**src/rtl/sweep_sequencer.sv**
```systemverilog
// Host-driven S-parameter sweep scheduler in front of the RF switcher.
// Optional acquisition timeout enabled by defining SEQ_TIMEOUT_EN.
module sweep_sequencer #(
  parameter int SETTLE_CYCLES  = 50,
  parameter int TRIG_CYCLES    = 25,
  parameter int TIMEOUT_CYCLES = 1000000,
  parameter int CNT_W          = 16
) (
  input  logic             Clk,
  input  logic             nRst,
  input  logic             start,
  input  logic             abort,
  input  logic [2:0]       port_mask,
  input  logic [CNT_W-1:0] num_sweeps,
  input  logic             VNA_RDY,
  output logic [1:0]       new_state,
  output logic             new_state_arrived,
  output logic             VNA_TRIG,
  output logic             busy,
  output logic             done,
  output logic             timeout_err,
  output logic [1:0]       cur_port,
  output logic [CNT_W-1:0] sweep_cnt
);

  localparam int PH_MAX =
    (SETTLE_CYCLES > TRIG_CYCLES) ? SETTLE_CYCLES : TRIG_CYCLES;
  localparam int PW = $clog2(PH_MAX + 1);

  typedef enum logic [2:0] {
    IDLE, SELECT, SETTLE, TRIG, WAIT_ACQ, NEXT, FINISH
  } state_t;

  state_t           state_q, state_d;
  logic [PW-1:0]    ph_q, ph_d;
  logic [2:0]       mask_q, mask_d;
  logic [CNT_W-1:0] num_q, num_d;
  logic [CNT_W-1:0] cnt_q, cnt_d, cnt_inc;
  logic [1:0]       cur_q, cur_d;
  logic [1:0]       ns_q, ns_d;
  logic [1:0]       nxt;
  logic             terr_q, terr_d;
  logic             rdy1_q, rdy2_q, rdy3_q;
  logic             acq_done;
  logic             stb_q, trig_q, busy_q, done_q;

`ifdef SEQ_TIMEOUT_EN
  localparam int TW = $clog2(TIMEOUT_CYCLES + 1);
  logic [TW-1:0] to_q, to_d;
`endif

  // next set bit strictly above c, wrapping 2->0 (returns c if it is the only one)
  function automatic logic [1:0] next_port(input logic [2:0] m,
                                           input logic [1:0] c);
    logic [1:0] r;
    logic       f;
    int         idx;
    r = c;
    f = 1'b0;
    for (int k = 1; k <= 3; k++) begin
      idx = (int'(c) + k) % 3;
      if (!f && m[idx]) begin
        r = 2'(idx);
        f = 1'b1;
      end
    end
    return r;
  endfunction

  assign acq_done = rdy2_q & ~rdy3_q;
  assign nxt      = next_port(mask_q, cur_q);
  assign cnt_inc  = (nxt <= cur_q) ? cnt_q + 1'b1 : cnt_q;

  always_comb begin
    state_d = state_q;
    ph_d    = ph_q;
    mask_d  = mask_q;
    num_d   = num_q;
    cnt_d   = cnt_q;
    cur_d   = cur_q;
    ns_d    = ns_q;
    terr_d  = terr_q;
`ifdef SEQ_TIMEOUT_EN
    to_d    = to_q;
`endif
    unique case (state_q)
      IDLE: begin
        if (start && !abort && (port_mask != 3'b000)) begin
          mask_d  = port_mask;
          num_d   = num_sweeps;
          cnt_d   = '0;
          terr_d  = 1'b0;
          cur_d   = next_port(port_mask, 2'd2);
          ns_d    = next_port(port_mask, 2'd2);
          state_d = SELECT;
        end
      end
      SELECT: begin
        ph_d    = '0;
        state_d = SETTLE;
      end
      SETTLE: begin
        if (ph_q >= PW'(SETTLE_CYCLES - 1)) begin
          ph_d    = '0;
          state_d = TRIG;
        end else begin
          ph_d = ph_q + 1'b1;
        end
      end
      TRIG: begin
        if (ph_q >= PW'(TRIG_CYCLES - 1)) begin
          ph_d    = '0;
          state_d = WAIT_ACQ;
`ifdef SEQ_TIMEOUT_EN
          to_d    = '0;
`endif
        end else begin
          ph_d = ph_q + 1'b1;
        end
      end
      WAIT_ACQ: begin
        if (acq_done) begin
          state_d = NEXT;
`ifdef SEQ_TIMEOUT_EN
        end else if (to_q >= TW'(TIMEOUT_CYCLES - 1)) begin
          terr_d  = 1'b1;
          state_d = FINISH;
        end else begin
          to_d = to_q + 1'b1;
`endif
        end
      end
      NEXT: begin
        cnt_d = cnt_inc;
        if ((num_q != '0) && (cnt_inc == num_q)) begin
          state_d = FINISH;
        end else begin
          cur_d   = nxt;
          ns_d    = nxt;
          state_d = SELECT;
        end
      end
      FINISH:  state_d = IDLE;
      default: state_d = IDLE;
    endcase
    // abort overrides whatever the state decided this cycle
    if (abort && (state_q != IDLE) && (state_q != FINISH)) begin
      state_d = FINISH;
      cnt_d   = cnt_q;
      cur_d   = cur_q;
      ns_d    = ns_q;
      terr_d  = terr_q;
    end
  end

  always_ff @(posedge Clk or negedge nRst) begin
    if (!nRst) begin
      state_q <= IDLE;
      ph_q    <= '0;
      mask_q  <= '0;
      num_q   <= '0;
      cnt_q   <= '0;
      cur_q   <= '0;
      ns_q    <= '0;
      terr_q  <= 1'b0;
      rdy1_q  <= 1'b0;
      rdy2_q  <= 1'b0;
      rdy3_q  <= 1'b0;
      stb_q   <= 1'b0;
      trig_q  <= 1'b0;
      busy_q  <= 1'b0;
      done_q  <= 1'b0;
    end else begin
      state_q <= state_d;
      ph_q    <= ph_d;
      mask_q  <= mask_d;
      num_q   <= num_d;
      cnt_q   <= cnt_d;
      cur_q   <= cur_d;
      ns_q    <= ns_d;
      terr_q  <= terr_d;
      rdy1_q  <= VNA_RDY;
      rdy2_q  <= rdy1_q;
      rdy3_q  <= rdy2_q;
      stb_q   <= (state_d == SELECT);
      trig_q  <= (state_d == TRIG);
      busy_q  <= (state_d != IDLE);
      done_q  <= (state_d == FINISH);
    end
  end

`ifdef SEQ_TIMEOUT_EN
  always_ff @(posedge Clk or negedge nRst) begin
    if (!nRst) begin
      to_q <= '0;
    end else begin
      to_q <= to_d;
    end
  end
`endif

  assign new_state         = ns_q;
  assign new_state_arrived = stb_q;
  assign VNA_TRIG          = trig_q;
  assign busy              = busy_q;
  assign done              = done_q;
  assign timeout_err       = terr_q;
  assign cur_port          = cur_q;
  assign sweep_cnt         = cnt_q;

endmodule

```
**config.mk**
```make
export PLATFORM = sky130hd
export DESIGN_NAME = sweep_sequencer
export DESIGN_NICKNAME = d
export VERILOG_FILES = /design/src/rtl/sweep_sequencer.sv
export SDC_FILE = /design/constraint.sdc
export NUM_CORES = 1
export LEC_CHECK = 0
export CORE_ASPECT_RATIO = 1.2
export CORE_UTILIZATION = 59
export CTS_CLUSTER_SIZE = 10
export DETAILED_ROUTE_END_ITERATION = 6
export GPL_ROUTABILITY_DRIVEN = 1
export GPL_TIMING_DRIVEN = 0
export PLACE_DENSITY = 0.9
export SETUP_SLACK_MARGIN = 0.1
export SYNTH_ARGS = -nofsm -noshare
export SYNTH_HDL_FRONTEND = slang
export SYNTH_SLANG_ARGS = --single-unit
```
**constraint.sdc**
```tcl
create_clock -name Clk -period 7.1 [get_ports Clk]
set_clock_uncertainty 0.15 [all_clocks]
set_input_delay 1.42 -clock Clk [delete_from_list [all_inputs] [get_ports Clk]]
set_output_delay 1.42 -clock Clk [all_outputs]
set_load 0.01 [all_outputs]
```
; ---- Word level (Yosys, flattened, before mapping)
; Cells that the tools add are included.
; Widths: inputs -> output; s select.
[word_totals]
word_cells = 105
inputBits = 24
ff_bits = 53
out_inout_bits = 25
[op_classes]
muxes = 39
reduce_logical = 24
div = 3
eq_ne = 12
order_cmp = 6
add_sub_neg = 5
bitwise = 3
[ops]
columns = operator, count
row1 = $lt 32x4->1 const B, 3
row2 = $mod 32x3->32 const B, 3
row3 = $mux 16, 2
row4 = $pmux 16 s2, 1
row5 = $mux 3, 6
row6 = $pmux 3 s6, 1
row7 = $pmux 6 s3, 1
row8 = $add 16x1->16 const B, 1
row9 = $eq 16x16->1, 1
row10 = $mux 2, 8
row11 = $reduce_bool 16->1, 1
row12 = $mux 1, 14
row13 = $mux 6, 2
row14 = $reduce_bool 3->1, 4
row15 = $eq 3x2->1 const B, 3
row16 = $eq 3x3->1 const B, 3
row17 = $logic_and 1x1->1, 9
row18 = $add 2x2->3 const B, 2
row19 = $add 6x1->6 const B, 1
row20 = $bmux 1 s2, 3
row21 = $eq 3x1->1 const B, 2
row22 = $ge 6x5->1 const B, 1
row23 = $ge 6x6->1 const B, 1
row24 = $logic_not 1->1, 5
row25 = other kinds (12), 14

; ---- Longest topological paths before layout
; Gate-level depths: netlist of the first run.
[logic_depth]
word_depth = 20
mapped_depth = 18
depth_no_buf = 17

; ---- Worst setup path after synthesis of the first run
; Ideal clock, no wire load.
[synth_timing]
kind = register to register
startpoint = register, netlist name new_state[0]
endpoint = register ns_q[0] (netlist: new_state[0])
required_ps = 6825
path_slack_ps = 2962
path_stages_with_launch = 18
arrival_time_ps = 3863
n_path_buf = 0
path_cell_list = dfrtp_1 inv_1 ha_1 nand3b_1 o21a_1 nand2_1 nand2_1 o22ai_1 a22o_1 ha_1 nor3b_4 nor3_1 or3_1 a2111oi_2 nand4_1 nor3b_2 a21oi_2 mux2_4
[synth_rtl]
columns = item, line_no
row1 = to (signal assigned), 180  ; ns_q <= ns_d;
row2 = to (decl), 40  ; logic [1:0] ns_q, ns_d;

==> impl_results.md, run 1 <==
* Placer Congestion at 0.883
* Setup tns final at 0 ps
* Internal at ~980 uW
* Synth Register Bits at 53
* Seq/Total Area, Yosys at 38.8%
* Largest area contributor in the netlist: dfrtp_1
* Ys async rst share at 100%
* Lkg Pwr at ~0.0017 uW
* Layout fillers at around 420
* Seq pwr share at a little under a third
* Initial antenna violation count at 0
* Crit path max fanout at 8
* Clock power share at between 10% and 20%
* Clock Pin Slew Worst Setup and Hold Paths at about 100 ps
* Syn Area/Cell at 9.32 um^2
* Footprint of the multi-input gates at 1960 um^2
* Detailed Place HPWL at between 6 and 7 mm
* Post-DR vias/cell at approximately 6.4
* Clock Sinks at between 50 and 60
* Register Area at 1330 um^2
* DRC viols at 0
* Crit share post-route at between 60% and 70%
* CTS buffer count at 5
* Worst Path Arrival at roughly 4800 ps
* Synth-to-layout area growth at 19.3%
* Worst hold stages at 0
* Sw frac at 44.5%
* Commonest non-fill, non-tap cell in the layout: dfrtp_1
* Total Die Area at approximately 6100 um^2
* CP max stage cell: nor4b_1
* Commonest register cell after synthesis: dfrtp_1
* Core ar. at 5630 um^2
* Post-Route WL at 8.25 mm
* Max Clock Freq at 215 MHz
* Root Buffer: clkbuf_8
* Slew HR at a little over a third
* Detail Route Antenna Nets at 0
* Placed insts at about 480
* Buffers and inverters on the worst path at 1
* Final Max Slew Viols at 0
* Slew @ Worst Pin at 953 ps
* Synth area leaders: dfrtp_1 39%, mux2_2 6.3%, o21ai_0 5.7%, ha_1 4.0%, xnor2_1 3.6%
* Post-CTS Repair Setup Buffers at 0
* Combinational group share of total power at approximately three fifths
* Largest net degree at the start of global routing at 34
* Effective utilization at floorplan at around three fifths
* Worst setup EP type: flip-flop
* Placed Area at between 3000 and 4000 um^2
* Met2 wire len at between 4 and 5 mm
* Delay-heaviest family, CP: simple AND/OR/NAND/NOR gates
* CTS max path bufs at 2
* DR iter-0 viols at roughly 230
* Netlist Area Pre-Place at 3420 um^2
* Stages on worst setup path at 17
* Worst path max stage delay at between 800 and 900 ps
* DRT Pass-1 Iters at 5
* Final hold violation count at 0
* Tot GR Track Use at between 20 and 30%
* EDFF count, synth at 0
* Fin nets at ~460
* First-pass GRT wire length at 13.9 mm
* Mapped Nets at around 400
* Port buffer count at 47
* Vias in the first global route at slightly above 3000
* Most frequent cells in the layout: 53 x dfrtp_1, 46 x clkdlybuf4s50_1, 39 x o21ai_0
* CTS tree: yes
* Number of distinct library cells after synthesis at 62
* Rows at 30
* DR vias at 3139
* Post-CTS Hold Buffers at 0
* Most frequent cell on the critical path: nand2_1
* Peak supply drop at 238 uV
* Crit-path cells: inv_1 > ha_1 > nand3b_1 > o21a_1 > nand2_1 > nand2_1 > o22ai_1 > a22o_1 > ha_1 > a21boi_2 > nor4b_1 > nand2_1 > o211ai_1 > o21ai_0 > nor4_1 > nand3_1 > nand3_1
* CTS H-tree lvls at 2
* Highest metal used: met4
* Finished Layout Cells at 487
* Net switching power at between 700 and 800 uW
* Worst skew pair latency at 310 ps
* Share of the synthesized area in the top cell type at 38.8%
* Remaining Overflow, GRT at 0
* Wirelength per Cell at ~17 um
* Synth Instances at 367
* PostCTS Resize Cnt at 0
* Startpoint Class: flip-flop
* FF-to-FF path depth at 17
* Die Y at ~85 um
* Io pins at between 40 and 50
* Diodes inserted at 0
* Status: complete, no violations
* Final setup vio count at 0
* PD cells at 431 nW/um^2
* Crit path kind: reg -> reg
* Share of cells above drive strength 1 at 11.6%
* Unrepaired setup endpoints after global routing: no
* Min-Delay Path Class: reg -> reg
* Post-Route M1 WL at about 3.2 mm
* Worst Path Required at roughly 7000 ps
* MaxCap Viol Count at 0
* Die Width at 71.5 um
* Wire length on met3 at about 500 um
* Crit path time final at between 4000 and 5000 ps
* Ys Warns at 0
* Cell area after layout at between 4000 and 5000 um^2
path summary, 6_finish.rpt:
path / startpoint / end / slack, ps
worst min register to register: rdy1_q$_DFF_PN0_ / rdy2_q$_DFF_PN0_ / 200
worst max-delay path: new_state[0]$_DFFE_PN0P_ / state_q[1]$_DFF_PN0_ / 2440
max in group asynchronous: nRst / mask_q[2]$_DFFE_PN0P_ / 5350
worst max register to register: new_state[0]$_DFFE_PN0P_ / state_q[1]$_DFF_PN0_ / 2440
worst min-delay path: rdy1_q$_DFF_PN0_ / rdy2_q$_DFF_PN0_ / 200
min in group asynchronous: nRst / ph_q[3]$_DFFE_PN0P_ / 900
sequential cells by signal, summed over array words and instances, names as in the netlist:
| signal | flops |
|---|---|
| num_q | 16 |
| sweep_cnt | 16 |
| rdy3_q | 1 |
| busy | 1 |
| rdy2_q | 1 |
| rdy1_q | 1 |
| new_state_arrived | 1 |
| ph_q | 6 |
| VNA_TRIG | 1 |
| new_state | 2 |
| mask_q | 3 |
| state_q | 3 |
| done | 1 |
logic make-up (layout without fill, tap and decap cells):
group	Yosys count	count (layout)	synth area share [%]
multiplexers	27	27	8.74
flip-flops	53	53	38.8
adder cells (fa/ha/maj)	11	11	4.02
XOR/XNOR	20	20	5.12
buffers and inverters	30	86	3.88
AND/OR/NAND/NOR	130	130	21.6
AO/OA/AOI/OAI	95	95	17.7
other	1	1	0.110
worst reg2reg max path: stages (launching register included):
cell and delay, ps:
dfrtp_1 500, inv_1 100, ha_1 360, nand3b_1 180, o21a_1 230, nand2_1 80
nand2_1 80, o22ai_1 90, a22o_1 270, ha_1 390, a21boi_2 150, nor4b_1 860
nand2_1 160, o211ai_1 270, o21ai_0 130, nor4_1 330, nand3_1 170, nand3_1 120
power by group through the flow:
stage | Sequential, uW | Clock, uW | Combinational, uW
2_1_floorplan | 521 | 0 | 757
3_3_place_gp | 529 | 0 | 976
3_5_place_dp | 537 | 0 | 1030
4_1_cts | 531 | 182 | 1030
5_1_grt | 551 | 198 | 1150
6_report | 533 | 181 | 1050
final cells by class:
type,count,area share (%)
clock buffers,6,2.02
clock inverters,2,0.337
repair buffers,48,11.9
flip-flops and latches,53,32.5
plain buffers,21,2.42
well taps,64,1.96
inverters,9,0.827
multi-input cells,284,48.1
through the flow:
stage               utilization (%)  hold slack (ps)  setup slack, ps  total power [uW]
detailed placement             70.8              190             2530              1570
global route                   72.5              211             1970              1900
floorplan                         -              181             2960              1280
CTS                            72.5              208             2500              1750
global placement               70.6              196             2640              1500
finish                         72.5              204             2440              1760
synth_stat cells, drive strengths merged (3+ instances only):
cell / number
dfrtp: 53
o21ai: 39
nand2: 31
mux2: 20
nor2: 20
a21oi: 16
clkbuf: 16
nand3: 15
xnor2: 14
ha: 11
nor4: 10
inv: 9
nand4: 9
nor3: 9
o31ai: 8
mux2i: 7
nor2b: 7
xor2: 6
and2: 5
buf: 5
a21o: 4
nor3b: 4
a31oi: 3
and3: 3
nand3b: 3
nor4b: 3
o211ai: 3
o41ai: 3
or2: 3
per-layer routing:
metal	track usage [%]	up-vias
met5	0	-
met4	15.0	0
met3	6.29	35
met2	49.5	141
met1	33.5	1510
li1	-	1453
No activity file was read; power rests on OpenSTA's default activity.
==> run 2, diff against run 1 <==
--- a/config.mk
+++ b/config.mk
@@ -6,12 +6,12 @@
 export NUM_CORES = 1
 export LEC_CHECK = 0
 export CORE_ASPECT_RATIO = 1.2
-export CORE_UTILIZATION = 59
+export CORE_UTILIZATION = 50
 export CTS_CLUSTER_SIZE = 10
 export DETAILED_ROUTE_END_ITERATION = 6
 export GPL_ROUTABILITY_DRIVEN = 1
 export GPL_TIMING_DRIVEN = 0
-export PLACE_DENSITY = 0.9
+export PLACE_DENSITY = 0.82
 export SETUP_SLACK_MARGIN = 0.1
 export SYNTH_ARGS = -nofsm -noshare
 export SYNTH_HDL_FRONTEND = slang
==> constraint.sdc (replaced) <==
create_clock -name Clk -period 4.14 [get_ports Clk]
set_clock_uncertainty 0.15 [all_clocks]
set_input_delay 0.828 -clock Clk [delete_from_list [all_inputs] [get_ports Clk]]
set_output_delay 0.828 -clock Clk [all_outputs]
set_load 0.01 [all_outputs]
==> impl_results.md, run 2 (synthesis gave the netlist of run 1 again) <==
* Met2 Track Usage GR at a little under half
* Combinational group share of total power at roughly two thirds
* Initial antenna violation count at 0
* GR peak layer: met2
* Slew HR at around half
* Tot GR Track Use at approximately 26%
* Most frequent cells in the layout: 51 x dfrtp_1, 46 x clkdlybuf4s50_1, 35 x o21ai_0
* Placer Congestion at 0.914
* Post-Route WL at about 8.8 mm
* Largest net degree at the start of global routing at 34
* DRC viols at 0
* Min-Delay Path Class: reg -> reg
* Fin nets at approximately 480
* Crit path kind: reg -> reg
* Failing checks: negative setup slack
* Setup ws final at -51.6 ps
* Io pins at 49
* Synth-to-layout area growth at 29.6%
* Detailed Place HPWL at around 6.0 mm
* Die Y at between 90 and 100 um
* Wirelength per Cell at between 15 and 20 um
* First-pass GRT wire length at 14.6 mm
* Final setup vio count at 2
* Root Buffer: clkbuf_8
* Crit path time final at between 4000 and 5000 ps
* Vias in the first global route at approximately 3100
* Lkg Pwr at approximately 0.0018 uW
* Finished Layout Cells at roughly 530
* Slew @ Worst Pin at between 700 and 800 ps
* Total Die Area at just over 7000 um^2
* Rows at 32
* CTS max path bufs at 2
* Core ar. at ~6500 um^2
* Net switching power at 1590 uW
* Worst setup EP type: flip-flop
* Post-DR vias/cell at 6.03
* Internal at ~2100 uW
* DRT Pass-1 Iters at 5
* Placed insts at 500
* Effective utilization at floorplan at between 50% and 60%
* Final hold violation count at 0
* Setup tns final at -66.9 ps
* Share of cells above drive strength 1 at 21.0%
* Crit share post-route at 101%
* Detail Route Antenna Nets at 0
* Hold Slack at 218 ps
* Max Clock Freq at around 240 MHz
* DR vias at 3179
* Worst skew pair latency at about 320 ps
* Die Width at 77.5 um
* Status: finished, violations left
* Commonest non-fill, non-tap cell in the layout: dfrtp_1
* Startpoint Class: flip-flop
* Diodes inserted at 0
* Worst Path Required at around 4200 ps
* Final Max Slew Viols at 0
* Sw frac at around 43%
* Clock Pin Slew Worst Setup and Hold Paths at approximately 110 ps
* Port buffer count at 47
* CTS buffer count at 5
* Remaining Overflow, GRT at 0
* PD cells at 831 nW/um^2
* Seq pwr share at 24.7%
* Clock Sinks at 53
* DR iter-0 viols at between 150 and 200
* CTS H-tree lvls at 2
* Clock power share at around 10%
* Unrepaired setup endpoints after global routing: yes
* Peak supply drop at 433 uV
* Met3 usage at under 10%
* Routing usage on met1 at about a third
* Power Total at between 3000 and 4000 uW
* MaxCap Viol Count at 0
* Crit path max fanout at 4
* Worst Path Arrival at around 4300 ps
* CTS tree: yes
-- run 2: worst paths after layout --
path	from	end	slack [ps]	cells after the start
worst max-delay path	new_state[0]$_DFFE_PN0P_	new_state[0]$_DFFE_PN0P_	-50	17
worst min register to register	rdy1_q$_DFF_PN0_	rdy2_q$_DFF_PN0_	220	0
min in group asynchronous	nRst	ph_q[2]$_DFFE_PN0P_	300	1
worst min-delay path	rdy1_q$_DFF_PN0_	rdy2_q$_DFF_PN0_	220	0
max in group asynchronous	nRst	num_q[14]$_DFFE_PN0P_	2990	2
worst max register to register	new_state[0]$_DFFE_PN0P_	new_state[0]$_DFFE_PN0P_	-50	17
-- run 2: what timing repair did --
item	CTS	global route
pin swaps	17	10
endpoints found under the setup margin	7	7
hold buffers	0	0
gates resized for setup	27	7
buffers inserted	18	1
-- run 2: stage by stage --
step / util [%] / worst slack [ps] / cell area (um^2)
2_1_floorplan: - / 100 / 3420
3_3_place_gp: 61.3 / -264 / 4000
3_5_place_dp: 61.5 / -385 / 4020
4_1_cts: 67.5 / 9.34 / 4400
5_1_grt: 67.9 / -235 / 4430
6_report: 67.9 / -51.6 / 4430
-- run 2: critical path, stage by stage, from the launching register on --
cell and delay (ps):
dfrtp_2 430, buf_6 140, ha_4 170, mux2i_1 110, or2_2 300, nand2_2 80, nand2_1 80, o22ai_2 120
a22o_1 230, ha_4 250, or3b_4 430, a21oi_2 190, o21ai_2 100, a2111oi_4 370, nand4_1 250, nor3b_2 260
a21oi_2 110, mux2_4 320
-- run 2: final cells by class --
class	instances	area (um^2)
plain buffers	21	98.8
multi-input cells	284	2110
fillers	509	2090
well taps	85	106
inverters	9	36.3
flip-flops and latches	53	1330
clock buffers	5	68.8
repair buffers	67	632
clock inverters	3	50.0
-- run 2: per-layer routing --
metal	routed length, um	up-vias
met1	3540	1535
met2	4600	131
li1	-	1493
met4	187	0
met3	449	20
met5	0	-
-- run 2: power by group through the flow --
| stage | clock, uW | sequential [uW] | combinational (uW) |
|---|---|---|---|
| after floorplan | 0 | 894 | 1300 |
| after global placement | 0 | 908 | 1670 |
| after detailed placement | 0 | 920 | 1740 |
| after CTS | 379 | 904 | 2280 |
| after global routing | 394 | 939 | 2580 |
| final | 371 | 912 | 2400 |
==> run 3, diff against run 2 <==
--- a/config.mk
+++ b/config.mk
@@ -5,8 +5,11 @@
 export SDC_FILE = /design/constraint.sdc
 export NUM_CORES = 1
 export LEC_CHECK = 0
+export CELL_PAD_IN_SITES_DETAIL_PLACEMENT = 0
+export CELL_PAD_IN_SITES_GLOBAL_PLACEMENT = 1
 export CORE_ASPECT_RATIO = 1.2
-export CORE_UTILIZATION = 50
+export CORE_MARGIN = 4
+export CORE_UTILIZATION = 38
 export CTS_CLUSTER_SIZE = 10
 export DETAILED_ROUTE_END_ITERATION = 6
 export GPL_ROUTABILITY_DRIVEN = 1
==> impl_results.md, run 3 (synthesis gave the netlist of run 1 again) <==
* Status: finished, violations left
* Failing checks: negative setup slack
* Rows at 37
* Post-CTS Hold Buffers at 0
* Die Width at roughly 95 um
* Pre-CTS setup slack at -372 ps
* Layout fillers at ~840
* DR iter-0 viols at around 130
* Final hold violation count at 0
* Fin nets at around 480
* Detailed Place HPWL at 6.31 mm
* Slew HR at a little under three fifths
* Diodes inserted at 0
* Port buffer count at 47
* Delay-heaviest family, CP: compound AO/OA/AOI/OAI gates
* Setup ws final at -71.1 ps
* Footprint of the multi-input gates at approximately 2100 um^2
* Commonest non-fill, non-tap cell in the layout: dfrtp_1
* Core ar. at between 8000 and 9000 um^2
* Buffers and inverters on the worst path at 3
* CTS buffer count at 5
* Synth-to-layout area growth at 30.9%
* Finished Layout Cells at ~560
* DRT Pass-1 Iters at 7
* Final core utilization at between 50% and 60%
* MaxCap Viol Count at 0
* Crit share post-route at 102%
* Largest net degree at the start of global routing at 34
* Worst skew pair latency at roughly 310 ps
* Min-Delay Path Class: reg -> reg
* Detail Route Antenna Nets at 0
* Remaining Overflow, GRT at 0
* Max Clock Freq at ~240 MHz
* Tot GR Track Use at between 10% and 20%
* Lkg Pwr at 0.00177 uW
* Clock Sinks at 53
* Effective utilization at floorplan at roughly 39%
* CP max stage cell: dfrtp_2
* Unrepaired setup endpoints after global routing: yes
* First-pass GRT wire length at between 10 and 15 mm
* Peak supply drop at approximately 420 uV
* Final setup vio count at 2
* Worst path max stage delay at roughly 430 ps
* Die Y at between 100 and 150 um
* Crit-path cells: buf_6 > ha_4 > nand3b_1 > o21a_1 > buf_4 > buf_4 > nand2_1 > o22ai_1 > a22o_1 > ha_4 > or3b_4 > a21oi_2 > o21ai_2 > a2111oi_4 > nand4_1 > nor3b_2 > a21oi_2 > mux2_4
* CTS H-tree lvls at 2
* Placed insts at about 530
* Cell area after layout at approximately 4500 um^2
* Post-DR vias/cell at 5.41
* Vias in the first global route at 2991
* PD cells at ~800 nW/um^2
* CTS tree: yes
* Clock Pin Slew Worst Setup and Hold Paths at roughly 110 ps
* Crit path max fanout at 4
* Post-Route WL at around 8.9 mm
* Initial antenna violation count at 0
* Placed Area at about 4100 um^2
* Final Max Slew Viols at 0
* Total Die Area at 10600 um^2
* Worst setup EP type: flip-flop
* Share of cells above drive strength 1 at around a fifth
* Most frequent cells in the layout: 51 x dfrtp_1, 46 x clkdlybuf4s50_1, 36 x o21ai_0
* Wirelength per Cell at around 16 um
* Startpoint Class: flip-flop
* Register Area at between 1000 and 1500 um^2
* Crit path time final at 4210 ps
* CTS max path bufs at 2
* Io pins at slightly below 50
* Crit path kind: reg -> reg
* DRC viols at 0
* Root Buffer: clkbuf_8
* DR vias at 3034
* Slew @ Worst Pin at ~660 ps
* Worst Path Required at about 4200 ps
* Placer Congestion at ~0.8
* Worst Path Arrival at between 4000 and 5000 ps
-- run 3: power breakdown --
part | leakage, uW | switching [uW] | internal (uW)
sequential | 0.000674 | 207 | 701
combinational | 0.00105 | 1170 | 1220
clock | 0.0000447 | 188 | 123
-- run 3: what timing repair did --
action	4_1_cts	5_1_grt
resized for setup	25	9
pin swaps	17	8
cloned	0	0
buffers inserted	17	4
endpoints found under the setup margin	7	7
-- run 3: per-stage QoR --
step	TNS (ps)	hold WS [ps]	power, uW
finish	-120	215	3600
global placement	-1720	193	2620
global route	-1120	228	3860
floorplan	0	181	2190
detailed placement	-1830	186	2660
CTS	0	221	3440
-- run 3: area by class of cell --
type / instances / share of cell area (%)
multi-input combinational: 284 / 47.4
inverter: 9 / 0.810
sequential: 53 / 29.7
tap: 117 / 3.27
buffer: 21 / 2.21
timing repair buffer: 69 / 14.5
clock buffer: 5 / 1.54
clock inverter: 3 / 0.559
-- run 3: final timing paths --
path | from | depth (start not counted) | end | slack (ps)
setup / recovery | new_state[0]$_DFFE_PN0P_ | 18 | new_state[0]$_DFFE_PN0P_ | -70
hold / removal | rdy1_q$_DFF_PN0_ | 0 | rdy2_q$_DFF_PN0_ | 210
setup reg to reg | new_state[0]$_DFFE_PN0P_ | 18 | new_state[0]$_DFFE_PN0P_ | -70
hold reg to reg | rdy1_q$_DFF_PN0_ | 0 | rdy2_q$_DFF_PN0_ | 210
max in group asynchronous | nRst | 2 | sweep_cnt[9]$_DFFE_PN0P_ | 2970
min in group asynchronous | nRst | 1 | ph_q[3]$_DFFE_PN0P_ | 320
-- run 3: routing by layer --
metal  share of wire, %  global-route usage (%)  vias to the layer above
li1                   -                       -                     1489
met1                 42                    20.8                     1477
met2                 53                    30.6                       58
met3                3.5                    2.91                       10
met4                1.3                    5.00                        0
met5                  0                       0                        -
